### src/rtl/divider_controller.sv
// Multi-cycle 32-bit restoring divider controller (DIV / DIVU).
// Result packs {remainder, quotient}; ready follows the END state by one cycle.
module divider_controller (
  input  logic        clock,
  input  logic        reset,
  input  logic        start,
  input  logic        annul,
  input  logic        signed_div,
  input  logic [31:0] operand_a,
  input  logic [31:0] operand_b,
  output logic [63:0] result,
  output logic        ready,
  output logic        stall_request
);

  typedef enum logic [1:0] {
    FREE,
    BY_ZERO,
    ON,
    END
  } state_t;

  state_t      state_q, state_d;
  logic [4:0]  cnt_q, cnt_d;
  logic [64:0] work_q, work_d;
  logic [31:0] divisor_q, divisor_d;
  logic        a_neg_q, a_neg_d;
  logic        b_neg_q, b_neg_d;
  logic [63:0] result_q, result_d;
  logic        ready_q, ready_d;

  logic [64:0] shifted;
  logic [32:0] trial;
  logic [64:0] step_work;
  logic [31:0] quo_fix;
  logic [31:0] rem_fix;
  logic        stall_raw;

  // One restoring step plus sign correction of the step's outcome.
  always_comb begin
    shifted   = {work_q[63:0], 1'b0};
    trial     = shifted[64:32] - {1'b0, divisor_q};
    step_work = shifted;
    if (!trial[32]) begin
      step_work = {trial, shifted[31:1], 1'b1};
    end
    quo_fix = (a_neg_q ^ b_neg_q) ? (~step_work[31:0] + 32'd1) : step_work[31:0];
    rem_fix = a_neg_q ? (~step_work[63:32] + 32'd1) : step_work[63:32];
  end

  // Next-state, datapath updates and stall request.
  always_comb begin
    state_d   = state_q;
    cnt_d     = cnt_q;
    work_d    = work_q;
    divisor_d = divisor_q;
    a_neg_d   = a_neg_q;
    b_neg_d   = b_neg_q;
    result_d  = result_q;
    ready_d   = 1'b0;
    stall_raw = 1'b0;

    case (state_q)
      FREE: begin
        if (start && !annul) begin
          stall_raw = 1'b1;
          a_neg_d   = signed_div & operand_a[31];
          b_neg_d   = signed_div & operand_b[31];
          divisor_d = (signed_div && operand_b[31]) ? (~operand_b + 32'd1) : operand_b;
          work_d    = {33'd0, (signed_div && operand_a[31]) ? (~operand_a + 32'd1) : operand_a};
          cnt_d     = '0;
          state_d   = (operand_b == 32'd0) ? BY_ZERO : ON;
        end
      end
      BY_ZERO: begin
        stall_raw = 1'b1;
        result_d  = '0;
        state_d   = END;
      end
      ON: begin
        stall_raw = 1'b1;
        work_d    = step_work;
        cnt_d     = cnt_q + 5'd1;
        if (cnt_q == 5'd31) begin
          result_d = {rem_fix, quo_fix};
          state_d  = END;
        end
      end
      END: begin
        if (start) begin
          ready_d = 1'b1;
        end else begin
          result_d = '0;
          state_d  = FREE;
        end
      end
      default: state_d = FREE;
    endcase

    // A flush outside FREE discards any in-flight or finished divide.
    if (annul && state_q != FREE) begin
      state_d  = FREE;
      cnt_d    = '0;
      work_d   = '0;
      result_d = '0;
      ready_d  = 1'b0;
    end
  end

  // State register with synchronous reset.
  always_ff @(posedge clock) begin
    if (reset) begin
      state_q   <= FREE;
      cnt_q     <= '0;
      work_q    <= '0;
      divisor_q <= '0;
      a_neg_q   <= 1'b0;
      b_neg_q   <= 1'b0;
      result_q  <= '0;
      ready_q   <= 1'b0;
    end else begin
      state_q   <= state_d;
      cnt_q     <= cnt_d;
      work_q    <= work_d;
      divisor_q <= divisor_d;
      a_neg_q   <= a_neg_d;
      b_neg_q   <= b_neg_d;
      result_q  <= result_d;
      ready_q   <= ready_d;
    end
  end

  assign result        = result_q;
  assign ready         = ready_q;
  assign stall_request = stall_raw & ~reset;

endmodule

### config.mk
export PLATFORM = sky130hd
export DESIGN_NAME = divider_controller
export DESIGN_NICKNAME = d
export VERILOG_FILES = /design/src/rtl/divider_controller.sv
export SDC_FILE = /design/constraint.sdc
export NUM_CORES = 1
export LEC_CHECK = 0
export BUFFER_PORTS_ARGS = -buffer_cell sky130_fd_sc_hd__clkbuf_2
export CORE_AREA = 2 2 156 158
export DETAILED_ROUTE_END_ITERATION = 8
export DIE_AREA = 0 0 158 160
export PLACE_DENSITY = 0.7
export SETUP_SLACK_MARGIN = 0.1
export SYNTH_ARGS = -nofsm -noshare
export SYNTH_HDL_FRONTEND = slang
export SYNTH_SLANG_ARGS = --single-unit
### constraint.sdc
create_clock -name clock -period 9.3 [get_ports clock]
set_clock_uncertainty 0.2 [all_clocks]
set_input_delay 1.395 -clock clock [delete_from_list [all_inputs] [get_ports clock]]
set_output_delay 1.395 -clock clock [all_outputs]
set_load 0.02 [all_outputs]
# --- Word-level counts from Yosys, hierarchy flattened ---
# Cells that the tools add are included.
word_totals:
  output_inout_bits: 66
  wordCells: 68
  input_bits: 69
  register_bits: 170
op_classes:
  addsub: 6
  n_eq_ne: 7
  mux: 20
  reduce_logical: 17
  n_bitwise: 10
ops:
  columns: ["operator", "count"]
  rows:
  - ["64-bit 2-to-1 mux", 4]
  - ["64-bit case mux with 3 select lines", 1]
  - ["32-bit by 1-bit adder with 32-bit output, second input constant", 4]
  - ["32-bit 2-to-1 mux", 4]
  - ["32-bit NOT", 4]
  - ["64-bit case mux with 2 select lines", 1]
  - ["33-bit by 32-bit subtractor with 33-bit output", 1]
  - ["32-bit logical NOT", 1]
  - ["5-bit case mux with 2 select lines", 1]
  - ["2-bit 2-to-1 mux", 4]
  - ["2-bit case mux with 4 select lines", 1]
  - ["2-bit != test, second input constant", 3]
  - ["3-bit AND reduction", 2]
  - ["5-bit by 1-bit adder with 5-bit output, second input constant", 1]
  - ["5-bit equality test, second input constant", 1]
  - ["5-bit 2-to-1 mux", 1]
  - ["2-bit equality test, second input constant", 2]
  - ["1-bit logical AND", 4]
  - ["2-bit AND reduction", 2]
  - ["2-bit nonzero test", 2]
  - ["2-bit OR reduction", 2]
  - ["1-bit bitwise AND", 3]
  - ["3-bit nonzero test", 1]
  - ["3-bit OR reduction", 1]
  - ["other kinds (7)", 9]

# --- Depth between registers and ports, before layout ---
# Gate-level depths: netlist (run 1).
depth:
  depth_word: 7
  mapped_depth: 27
  ltp_nobuf: 24

# --- Least setup slack after synthesis (run 1) ---
# OpenSTA, ideal clock, no wires.
synth_path:
  path_type: "reg-to-reg"
  start: "reg work_q[31]"
  end: "reg result_q[60] (netlist: result[60])"
  arrival_time_ps: 4748
  setup_time_ps: 117
  path_buffers: 3
  period_less_slack_ps: 5065
  path_stages_with_launch: 27
  slack_ps: 4235
  required_ps: 8983
  cell_sequence: "dfxtp_1 inv_1 ha_1 inv_1 fa_1 a211oi_2 o211ai_1 nand3_2 nand2_2 a2111oi_4 nor2_8 inv_4 buf_6 buf_6 buf_2 o21ai_0 inv_1 ha_1 inv_1 nor4b_1 nand3_1 a211oi_1 a31oi_1 a211oi_1 nand2b_1 nand3_1 a32o_1"
synth_between:
  elab_chain_cells: 7
synth_rtl:
  columns: ["item", "line_no", "rtl"]
  rows:
  - ["start, declared", "25", "logic [64:0] work_q, work_d;"]
  - ["start signal, assigned", "124", "work_q <= work_d;"]
  - ["33-bit by 32-bit subtractor with 33-bit output", "42", "trial = shifted[64:32] - {1'b0, divisor_q};"]
  - ["64-bit 2-to-1 mux (*)", "44", "if (!trial[32]) begin"]
  - ["32-bit NOT", "48", "rem_fix = a_neg_q ? (~step_work[63:32] + 32'd1) : step_work[63:32];"]
  - ["32-bit by 1-bit adder with 32-bit output", "48", null]
  - ["32-bit 2-to-1 mux (*)", "48", null]
  - ["64-bit 2-to-1 mux (*)", "84", "if (cnt_q == 5'd31) begin"]
  - ["64-bit case mux with 3 select lines (*)", "63", "case (state_q)"]
  - ["end signal, assigned", "128", "result_q <= result_d;"]
  - ["end, declared", "29", "logic [63:0] result_q, result_d;"]
# Every way passes the cells marked *; elsewhere a longest branch is shown, timed or not. The select of a mux whose other input is x is not followed.
# A chain may end at the register's enable or synchronous reset.

# --- Worst setup path after layout (run 1) ---
# Ends and elaborated chain as after synthesis.

==> flow_metrics.py, run 1 <==
metrics = {
    "sta": {
        "fmax_mhz": 166,
        "worst_pin_slew_ns": 1.13,
        "setup_ws_ns": 3.26,
        "slew_headroom_pct": 24.6,
        "fin_crit_ns": 6.04,
        "setup_viol": 0,
        "finalMaxSlewViolations": 0,
        "fin_crit_sh_pct": 64.9,
        "hold_viol": 0,
        "fin_setup_tns_ns": 0,
        "rsz0062_at_grt": "false",
        "holdWs_ns": 0.247,
    },
    "critical_path": {
        "path_max_fanout": 40,
        "cpLargestDelayFamily": "compound AO/OA/AOI/OAI gates",
        "path_class": "flop to flop",
        "slowest_delay_ns": 0.75,
        "cp_common_cell": "inv_1",
        "crit_buf_inv": 5,
        "crit_arrival_ns": 6.18,
        "path_cells": "inv_1 > ha_1 > inv_1 > fa_1 > a211oi_2 > o211ai_1 > nand3_2 > nand2_2 > a2111oi_4 > nor2_8 > inv_4 > o21ai_0 > inv_1 > ha_1 > inv_1 > nor4b_1 > nand3_1 > a211oi_1 > a31oi_1 > a211oi_1 > nand2b_1 > nand3_1 > a32o_1",
        "cp-end-kind": "flop",
        "start_kind": "flop",
        "slowest_stage": "a2111oi_4",
        "cp.required_ns": 9.44,
    },
    "clock_tree": {
        "cts_buffers": 17,
        "cts_tree": "done",
        "insertion_delay_ns": 0.44,
        "cts_setup_buffers": 0,
        "clk_pin_slew_ns": 0.08,
        "cts_root_buffer": "clkbuf_16",
        "cts_hold_buffers": 0,
        "htree_levels": 4,
        "cts_resized": 0,
        "clock_sinks": 170,
        "cts.path.max_buffers": 2,
    },
    "placement": {
        "place_congestion": 0.924,
        "post-dp-hpwl_mm": 27.7,
        "place_ws_ns": 3.43,
        "port_buffers": 134,
    },
    "power_and_ir_drop": {
        "pwr-share-clk_pct": 26.2,
        "fin_total_pwr_uw": 2810,
        "sw_frac_of_total_pct": 45.6,
        "pwr-share-seq_pct": 30.2,
        "powerDensity_nw_per_um2": 214,
        "power_frac_comb_pct": 43.5,
        "leakage_uw": 0.00522,
        "internal-power_uw": 1530,
        "power.switching_uw": 1280,
        "ir_worst_vdd_mv": 0.252,
    },
    "floorplanning": {
        "die_x_um": 158,
        "dieHeight_um": 160,
        "initial_core_util_pct": 49.1,
        "core_area_um2": 23800,
        "boundaryPins": 135,
        "num_rows": 57,
        "dieArea_um2": 25300,
    },
    "finish": {
        "area_growth_pct": 12.2,
        "fin_nets": 1780,
        "n_antenna_cell": 0,
        "mostFrequentLayoutCell": "nor2_1",
        "mostFrequentLayoutCells": "203 x nor2_1, 192 x nand2_1, 170 x dfxtp_1",
        "final_layout_size_suffix_gt1_share_pct": 12.7,
    },
    "yosys": {
        "synth.net_count": 1704,
        "synth_top_cell_by_area": "dfxtp_1",
        "synthCells": 1592,
        "ys_seq_elements": 170,
        "synth-warning-count": 0,
        "synth_seq_area_share_pct": 29.1,
        "syn_area_per_cell_um2": 7.35,
        "netlist.area_leader.share_pct": 29.1,
        "ys_top_cells_by_area": "dfxtp_1 29%, nor2_1 6.6%, a21oi_1 6.2%",
        "yosysUniqueCellTypes": 80,
        "synth_area_um2": 11700,
        "synth_flop_cell": "dfxtp_1",
        "synth_edf_count": 0,
        "async_reset_ff_share_pct": 0,
    },
    "route": {
        "drcViolationCount": 0,
        "wl_per_cell_um": 18.4,
        "drtIter0Drc": 1091,
        "num_vias": 11911,
        "routed_via_density": 5.94,
        "antenna_left": 0,
        "drt-total-wl_mm": 36.9,
        "drtPass1Iterations": 5,
    },
    "grt": {
        "grt_max_degree": 67,
        "grt.total_usage_pct": 29.0,
        "grt_pass1_wl_mm": 58.2,
        "antenna_found_initial": 0,
        "grt_overflow": 0,
        "grt_pass1_vias": 10724,
    },
    "outcome": {
        "status": "finished, final reports clean",
    },
    "flow_run": {
        "drv_cap": 0,
    },
    "hold_path": {
        "hp-class": "flop to flop",
    },
}
## per-stage QoR
step / cell area [um2] / cells / utilization (%)
2_1_floorplan: 11700 / 1592 / -
3_5_place_dp: 12500 / 1973 / 52.6
4_1_cts: 13100 / 2005 / 55.1
6_report: 13100 / 2005 / 55.1
5_1_grt: 13100 / 2005 / 55.1
3_3_place_gp: 12500 / 1973 / 52.6
## cell families (layout without fill, tap and decap cells)
family	after synthesis	after routing	share of synthesized area [%]
AND/OR/NAND/NOR	581	581	22.4
AO/OA/AOI/OAI	484	484	26.5
flip-flops	170	170	29.1
buffers and inverters	161	250	5.55
XOR/XNOR	130	130	9.73
adder cells (fa/ha/maj)	43	43	4.66
multiplexers	23	23	2.01
## tightest hold or removal path, delay by kind of cell, from the launching register on
family | cells | cell delay (ns)
flops | 1 | 0.32
simple gates | 2 | 0.09
## synthesized netlist by cell type (10+ instances only)
library cell and instances:
nor2_1 206, nand2_1 192, dfxtp_1 170, a21oi_1 146
o21ai_0 110, xnor2_1 82, inv_1 72, clkbuf_1 63
a22oi_1 49, xor2_1 48, ha_1 42, nor3_1 42
a211oi_1 32, nand3_1 23, or3_1 21, a31oi_1 19
mux2i_1 19, nor4_1 17, o31ai_1 15, a21o_1 14
o211ai_1 13, o21ai_1 13, and3_1 12, nand2b_1 12
and2_1 11, nand4_1 11, buf_1 10, buf_2 10
## cell type report
type | count | area, um2
Inverter | 74 | 280
Fill cell | 2373 | 10700
Sequential cell | 170 | 3400
Clock buffer | 17 | 425
Clock inverter | 15 | 186
Timing Repair Buffer | 144 | 746
Multi-Input combinational cell | 1261 | 7690
Tap cell | 324 | 405
## power groups by stage
stage	combinational, uW	sequential, uW	clock [uW]
floorplan	882	845	0
global placement	1190	861	0
detailed placement	1200	864	0
CTS	1200	847	745
global route	1340	857	773
finish	1220	850	737
## final timing paths
check                           cells past startpoint  slack, ns               startpoint                 endpoint
worst min-delay path                                2       0.25  result[62]$_SDFFE_PP0P_  result[62]$_SDFFE_PP0P_
worst max-delay path                               23       3.26  work_q[31]$_SDFFE_PP0P_  result[60]$_SDFFE_PP0P_
worst max register to register                     23       3.26  work_q[31]$_SDFFE_PP0P_  result[60]$_SDFFE_PP0P_
worst min register to register                      2       0.25  result[62]$_SDFFE_PP0P_  result[62]$_SDFFE_PP0P_
## metal layers
layer  GRT usage [%]  wire, um
met1            42.1     16600
met2            43.3     16000
met3            5.62      3380
met4            9.17       963
met5               0         0
## registers in the layout, summed over array words and instances, names as in the netlist
register and count:
divisor_q 32, ready 1, cnt_q 5, result 64, a_neg_q 1, b_neg_q 1
state_q 2, work_q 64
Note: power is estimated with default switching activity, not from simulation.
==> inputs of run 2 (changes only) <==
PLACE_DENSITY = 0.72   (was 0.7)
clock period = 5.4 ns   (was 9.3 ns; I/O delays follow)
==> run 2 against run 1 <==
Net effect:
- global-route usage rose by 1.0 points
- fmax rose by 24%
- via count rose by 0.15%
- setup slack got worse by 2.7 ns
- register-to-register slack got worse by 2.7 ns
- critical path depth fell by 2
- design area rose by 1.0%
- utilization rose by 0.56 points
- clock-buffer cell count did not move
- critical endpoint unchanged
==> flow_metrics.py, run 2 (synthesized netlist as in run 1, its figures left out) <==
metrics = {
    "outcome": {
        "status": "finished, final reports clean",
    },
    "clock_tree": {
        "clk_pin_slew_ns": 0.08,
        "cts_tree": "done",
        "htree_levels": 4,
        "cts.path.max_buffers": 2,
        "cts_buffers": 17,
        "cts_root_buffer": "clkbuf_16",
        "clock_sinks": 170,
        "cts_setup_buffers": 0,
        "insertion_delay_ns": 0.44,
    },
    "power_and_ir_drop": {
        "ir_worst_vdd_mv": 0.376,
        "leakage_uw": 0.00529,
        "powerDensity_nw_per_um2": 372,
    },
    "route": {
        "drtPass1Iterations": 8,
        "num_vias": 11929,
        "wl_per_cell_um": 18.9,
        "drt-total-wl_mm": 38.0,
        "antenna_left": 0,
        "drcViolationCount": 0,
        "drtIter0Drc": 1219,
        "routed_via_density": 5.92,
    },
    "critical_path": {
        "r2r_setup_slack_ns": 0.53,
        "path_max_fanout": 8,
        "startpoint": "work_q[31]$_SDFFE_PP0P_",
        "reg2regPathDepth": 21,
        "slowest_delay_ns": 0.48,
        "path_class": "flop to flop",
        "crit_arrival_ns": 5.00,
        "path_cells": "inv_1 > ha_1 > inv_1 > fa_1 > a211oi_2 > o211ai_1 > nand3_2 > a211oi_2 > a211o_4 > nor2_8 > mux2i_2 > ha_1 > inv_1 > nor4b_4 > nand3_1 > a211oi_1 > a31oi_1 > a211oi_2 > nand2b_1 > nand3_1 > a32o_1",
        "cp-endpoint": "result[60]$_SDFFE_PP0P_",
        "cp.required_ns": 5.53,
        "cp-end-kind": "flop",
        "r2r_start": "work_q[31]$_SDFFE_PP0P_",
        "slowest_stage": "fa_1",
        "start_kind": "flop",
        "reg2reg_to": "result[60]$_SDFFE_PP0P_",
    },
    "placement": {
        "port_buffers": 134,
        "place_congestion": 0.976,
        "post-dp-hpwl_mm": 28.9,
    },
    "floorplanning": {
        "boundaryPins": 135,
        "dieHeight_um": 160,
        "initial_core_util_pct": 49.1,
        "die_x_um": 158,
        "num_rows": 57,
        "core_area_um2": 23800,
        "dieArea_um2": 25300,
    },
    "finish": {
        "fin_util_pct": 55.7,
        "area_growth_pct": 13.4,
        "n_antenna_cell": 0,
        "final_layout_size_suffix_gt1_share_pct": 13.4,
        "mostFrequentLayoutCell": "nor2_1",
        "mostFrequentLayoutCells": "203 x nor2_1, 192 x nand2_1, 170 x dfxtp_1",
        "nFillCells": 2359,
        "fin_nets": 1790,
    },
    "sta": {
        "worst_pin_slew_ns": 1.10,
        "setup_viol": 0,
        "slew_headroom_pct": 26.5,
        "hold_viol": 0,
        "fin_crit_ns": 4.87,
        "fin_crit_sh_pct": 90.2,
        "fmax_mhz": 205,
        "fin_setup_tns_ns": 0,
        "finalMaxSlewViolations": 0,
        "rsz0062_at_grt": "false",
    },
    "grt": {
        "grt_pass1_vias": 11059,
        "antenna_found_initial": 0,
        "grt.total_usage_pct": 30.1,
        "grt_max_degree": 65,
        "grt_overflow": 0,
        "grt_pass1_wl_mm": 59.5,
    },
    "flow_run": {
        "drv_cap": 0,
    },
    "hold_path": {
        "hp-class": "flop to flop",
    },
}
## run 2: worst min-delay path by stage
| stage | depth (start not counted) | to | from |
|---|---|---|---|
| 6_report | 2 | result[58]$_SDFFE_PP0P_ | result[58]$_SDFFE_PP0P_ |
| 5_1_grt | 2 | result[58]$_SDFFE_PP0P_ | result[58]$_SDFFE_PP0P_ |
| 4_1_cts | 2 | result[62]$_SDFFE_PP0P_ | result[62]$_SDFFE_PP0P_ |
| 3_5_place_dp | 2 | result[62]$_SDFFE_PP0P_ | result[62]$_SDFFE_PP0P_ |
| 3_3_place_gp | 2 | result[62]$_SDFFE_PP0P_ | result[62]$_SDFFE_PP0P_ |
| 2_1_floorplan | 2 | divisor_q[21]$_SDFFE_PP0P_ | divisor_q[21]$_SDFFE_PP0P_ |
## run 2: critical path: cells and delay by family, from the launching register on
| kind | cells | cell delay [ns] |
|---|---|---|
| flops | 1 | 0.35 |
| buf+inv | 3 | 0.22 |
| mux | 1 | 0.30 |
| simple gates | 6 | 1.05 |
| compound gates | 8 | 1.75 |
| fa+ha+maj | 3 | 0.89 |
## run 2: report_power, final
part           internal (uW)  switching, uW  leakage, uW
clock network            673            639     0.000298
logic                    678           1480      0.00362
registers               1350            112      0.00138
total                   2700           2230      0.00529
## run 2: final cells by class
type | instances | area (um2) | share of cell area (%)
clock buffer | 17 | 425 | 3.21
clock inverter | 15 | 205 | 1.55
inverter | 74 | 280 | 2.11
multi-input combinational | 1261 | 7710 | 58.1
sequential | 170 | 3400 | 25.7
tap | 324 | 405 | 3.06
timing repair buffer | 154 | 833 | 6.28
## run 2: timing repair
action / CTS / global route
hold buffers: 0 / 0
resized for setup: 0 / 5
endpoints found under the setup margin: 0 / 6
## run 2: per-stage QoR
| stage | setup WS, ns | hold slack [ns] | total power (uW) | std cells | instance area (um2) |
|---|---|---|---|---|---|
| 3_5_place_dp | 0.279 | 0.240 | 3590 | 1983 | 12600 |
| 2_1_floorplan | 0.335 | 0.232 | 2970 | 1592 | 11700 |
| 4_1_cts | 0.256 | 0.251 | 4900 | 2015 | 13200 |
| 6_report | 0.532 | 0.249 | 4940 | 2015 | 13300 |
| 5_1_grt | 0.116 | 0.267 | 5220 | 2015 | 13300 |
| 3_3_place_gp | 0.455 | 0.235 | 3570 | 1983 | 12600 |
## run 2: per-layer routing
layer	up-vias	routed length, um	track usage (%)
li1	5823	-	-
met1	5605	17500	42.8
met2	428	16600	45.9
met3	73	2880	5.86
met4	0	966	9.21
met5	-	0	0
==> inputs of run 3 (changes only) <==
PLACE_DENSITY = 0.7   (was 0.72)
clock period = 5.5 ns   (was 5.4 ns; I/O delays follow)
==> run 3 against run 2 <==
Net effect:
- global-route usage is 0.69 points lower
- setup slack got worse by 0.11 ns
- die area did not move
- clock-buffer cell count is the same
- power decreased by 4.1%
- sequential cell count did not move
- design area fell by 0.76%
- cell count hardly changed
- critical path type unchanged
==> flow_metrics.py, run 3 (synthesized netlist as in run 1, its figures left out) <==
metrics = {
    "route": {
        "routed_via_density": 5.97,
        "num_vias": 12024,
        "drt-total-wl_mm": 37.5,
        "antenna_left": 0,
        "drtPass1Iterations": 6,
        "drcViolationCount": 0,
        "wl_per_cell_um": 18.6,
        "drtIter0Drc": 1237,
    },
    "sta": {
        "fin_crit_sh_pct": 92.4,
        "hold_viol": 0,
        "fin_setup_tns_ns": 0,
        "rsz0062_at_grt": "false",
        "worst_pin_slew_ns": 1.13,
        "fmax_mhz": 197,
        "finalMaxSlewViolations": 0,
        "fin_crit_ns": 5.08,
        "slew_headroom_pct": 24.8,
        "setup_viol": 0,
        "holdWs_ns": 0.249,
    },
    "grt": {
        "grt_util_met3_pct": 4.86,
        "grt_overflow": 0,
        "grt_pass1_vias": 10784,
        "grt_max_degree": 68,
        "grt.total_usage_pct": 29.4,
        "grt_pass1_wl_mm": 58.5,
        "grt_use_met1_pct": 43.1,
        "antenna_found_initial": 1,
        "grt_busiest_layer": "met2",
        "gr-usage-met2_pct": 43.7,
    },
    "clock_tree": {
        "cts.path.max_buffers": 2,
        "clock_sinks": 170,
        "cts_tree": "done",
        "cts_hold_buffers": 0,
        "cts_resized": 0,
        "cts_buffers": 17,
        "cts_root_buffer": "clkbuf_16",
        "cts_setup_buffers": 0,
        "htree_levels": 4,
        "insertion_delay_ns": 0.44,
        "clk_pin_slew_ns": 0.08,
    },
    "floorplanning": {
        "dieArea_um2": 25300,
        "boundaryPins": 135,
        "dieHeight_um": 160,
        "initial_core_util_pct": 49.1,
        "core_area_um2": 23800,
        "num_rows": 57,
        "die_x_um": 158,
    },
    "critical_path": {
        "reg2reg_to": "result[60]$_SDFFE_PP0P_",
        "reg2regPathDepth": 21,
        "cp.required_ns": 5.63,
        "cp-end-kind": "flop",
        "cp-endpoint": "result[60]$_SDFFE_PP0P_",
        "r2r_start": "work_q[54]$_SDFFE_PP0P_",
        "slowest_stage": "ha_1",
        "path_class": "flop to flop",
        "crit_arrival_ns": 5.21,
        "slowest_delay_ns": 0.47,
        "path_max_fanout": 13,
        "startpoint": "work_q[54]$_SDFFE_PP0P_",
        "start_kind": "flop",
        "r2r_setup_slack_ns": 0.42,
        "path_cells": "ha_1 > a21oi_1 > o21a_1 > o21ai_0 > a21o_1 > a211o_4 > nor2_8 > inv_4 > nand2_1 > o21ai_0 > inv_1 > ha_1 > inv_1 > nor4b_2 > nand3_1 > a211oi_1 > a31oi_1 > a211oi_1 > nand2b_1 > nand3_1 > a32o_1",
    },
    "power_and_ir_drop": {
        "powerDensity_nw_per_um2": 360,
        "ir_worst_vdd_mv": 0.284,
        "leakage_uw": 0.00525,
        "fin_total_pwr_uw": 4740,
    },
    "hold_path": {
        "whs_path_depth": 2,
        "hp-class": "flop to flop",
    },
    "finish": {
        "mostFrequentLayoutCells": "203 x nor2_1, 192 x nand2_1, 170 x dfxtp_1",
        "final_layout_size_suffix_gt1_share_pct": 13.2,
        "instances_no_fill": 2013,
        "n_antenna_cell": 0,
        "fin_nets": 1788,
        "area_growth_pct": 12.5,
        "mostFrequentLayoutCell": "nor2_1",
    },
    "placement": {
        "port_buffers": 134,
        "place_congestion": 0.978,
        "dp.cells": 1981,
        "post-dp-hpwl_mm": 28.3,
    },
    "outcome": {
        "status": "finished, final reports clean",
    },
    "flow_run": {
        "drv_cap": 0,
    },
}
run 3: cell types whose count changed in the layout (fill, tap and decap cells not counted), moves of 2 or more:
cell,before,now
inv_6,1,5
clkinv_8,6,2
clkinv_2,0,2
a211oi_2,5,3
a211oi_1,30,32
run 3: per-layer routing:
layer | up-vias | share of wire [%] | wire length (um)
met5 | - | 0 | 0
met4 | 0 | 2.7 | 1010
met3 | 85 | 8.1 | 3020
met2 | 520 | 43 | 16000
met1 | 5604 | 46 | 17400
li1 | 5815 | - | -
run 3: how the worst min path moves through the flow:
stage	from	to	slack, ns
2_1_floorplan	divisor_q[21]$_SDFFE_PP0P_	divisor_q[21]$_SDFFE_PP0P_	0.23
3_3_place_gp	result[31]$_SDFFE_PP0P_	result[31]$_SDFFE_PP0P_	0.24
3_5_place_dp	result[57]$_SDFFE_PP0P_	result[57]$_SDFFE_PP0P_	0.24
4_1_cts	result[57]$_SDFFE_PP0P_	result[57]$_SDFFE_PP0P_	0.25
5_1_grt	result[59]$_SDFFE_PP0P_	result[59]$_SDFFE_PP0P_	0.27
6_report	result[63]$_SDFFE_PP0P_	result[63]$_SDFFE_PP0P_	0.25
run 3: per-stage QoR:
| step | util, % | instance area [um2] | setup WS, ns |
|---|---|---|---|
| floorplan | - | 11700 | 0.435 |
| global placement | 52.8 | 12600 | 0.622 |
| detailed placement | 52.8 | 12600 | 0.424 |
| CTS | 55.2 | 13200 | 0.404 |
| global route | 55.3 | 13200 | 0.195 |
| finish | 55.3 | 13200 | 0.420 |
run 3: cell type report:
class                   instances  area (um2)
fillers                      2355       10700
multi-input cells            1261        7700
flip-flops and latches        170        3400
repair buffers                152         806
clock buffers                  17         425
well taps                     324         405
inverters                      74         280
clock inverters                15         148
run 3: worst max-delay path: cells and delay by family, from the launching register on:
| family | cells | cell delay [ns] |
|---|---|---|
| compound gates | 10 | 2.46 |
| simple gates | 6 | 1.04 |
| fa+ha+maj | 2 | 0.65 |
| flops | 1 | 0.36 |
| buf+inv | 3 | 0.27 |
run 3: power breakdown:
part | total [uW] | leakage (uW) | switching (uW) | internal [uW]
registers | 1430 | 0.00138 | 104 | 1330
clock network | 1200 | 0.000282 | 598 | 604
logic | 2100 | 0.00359 | 1450 | 647
total | 4740 | 0.00525 | 2160 | 2580
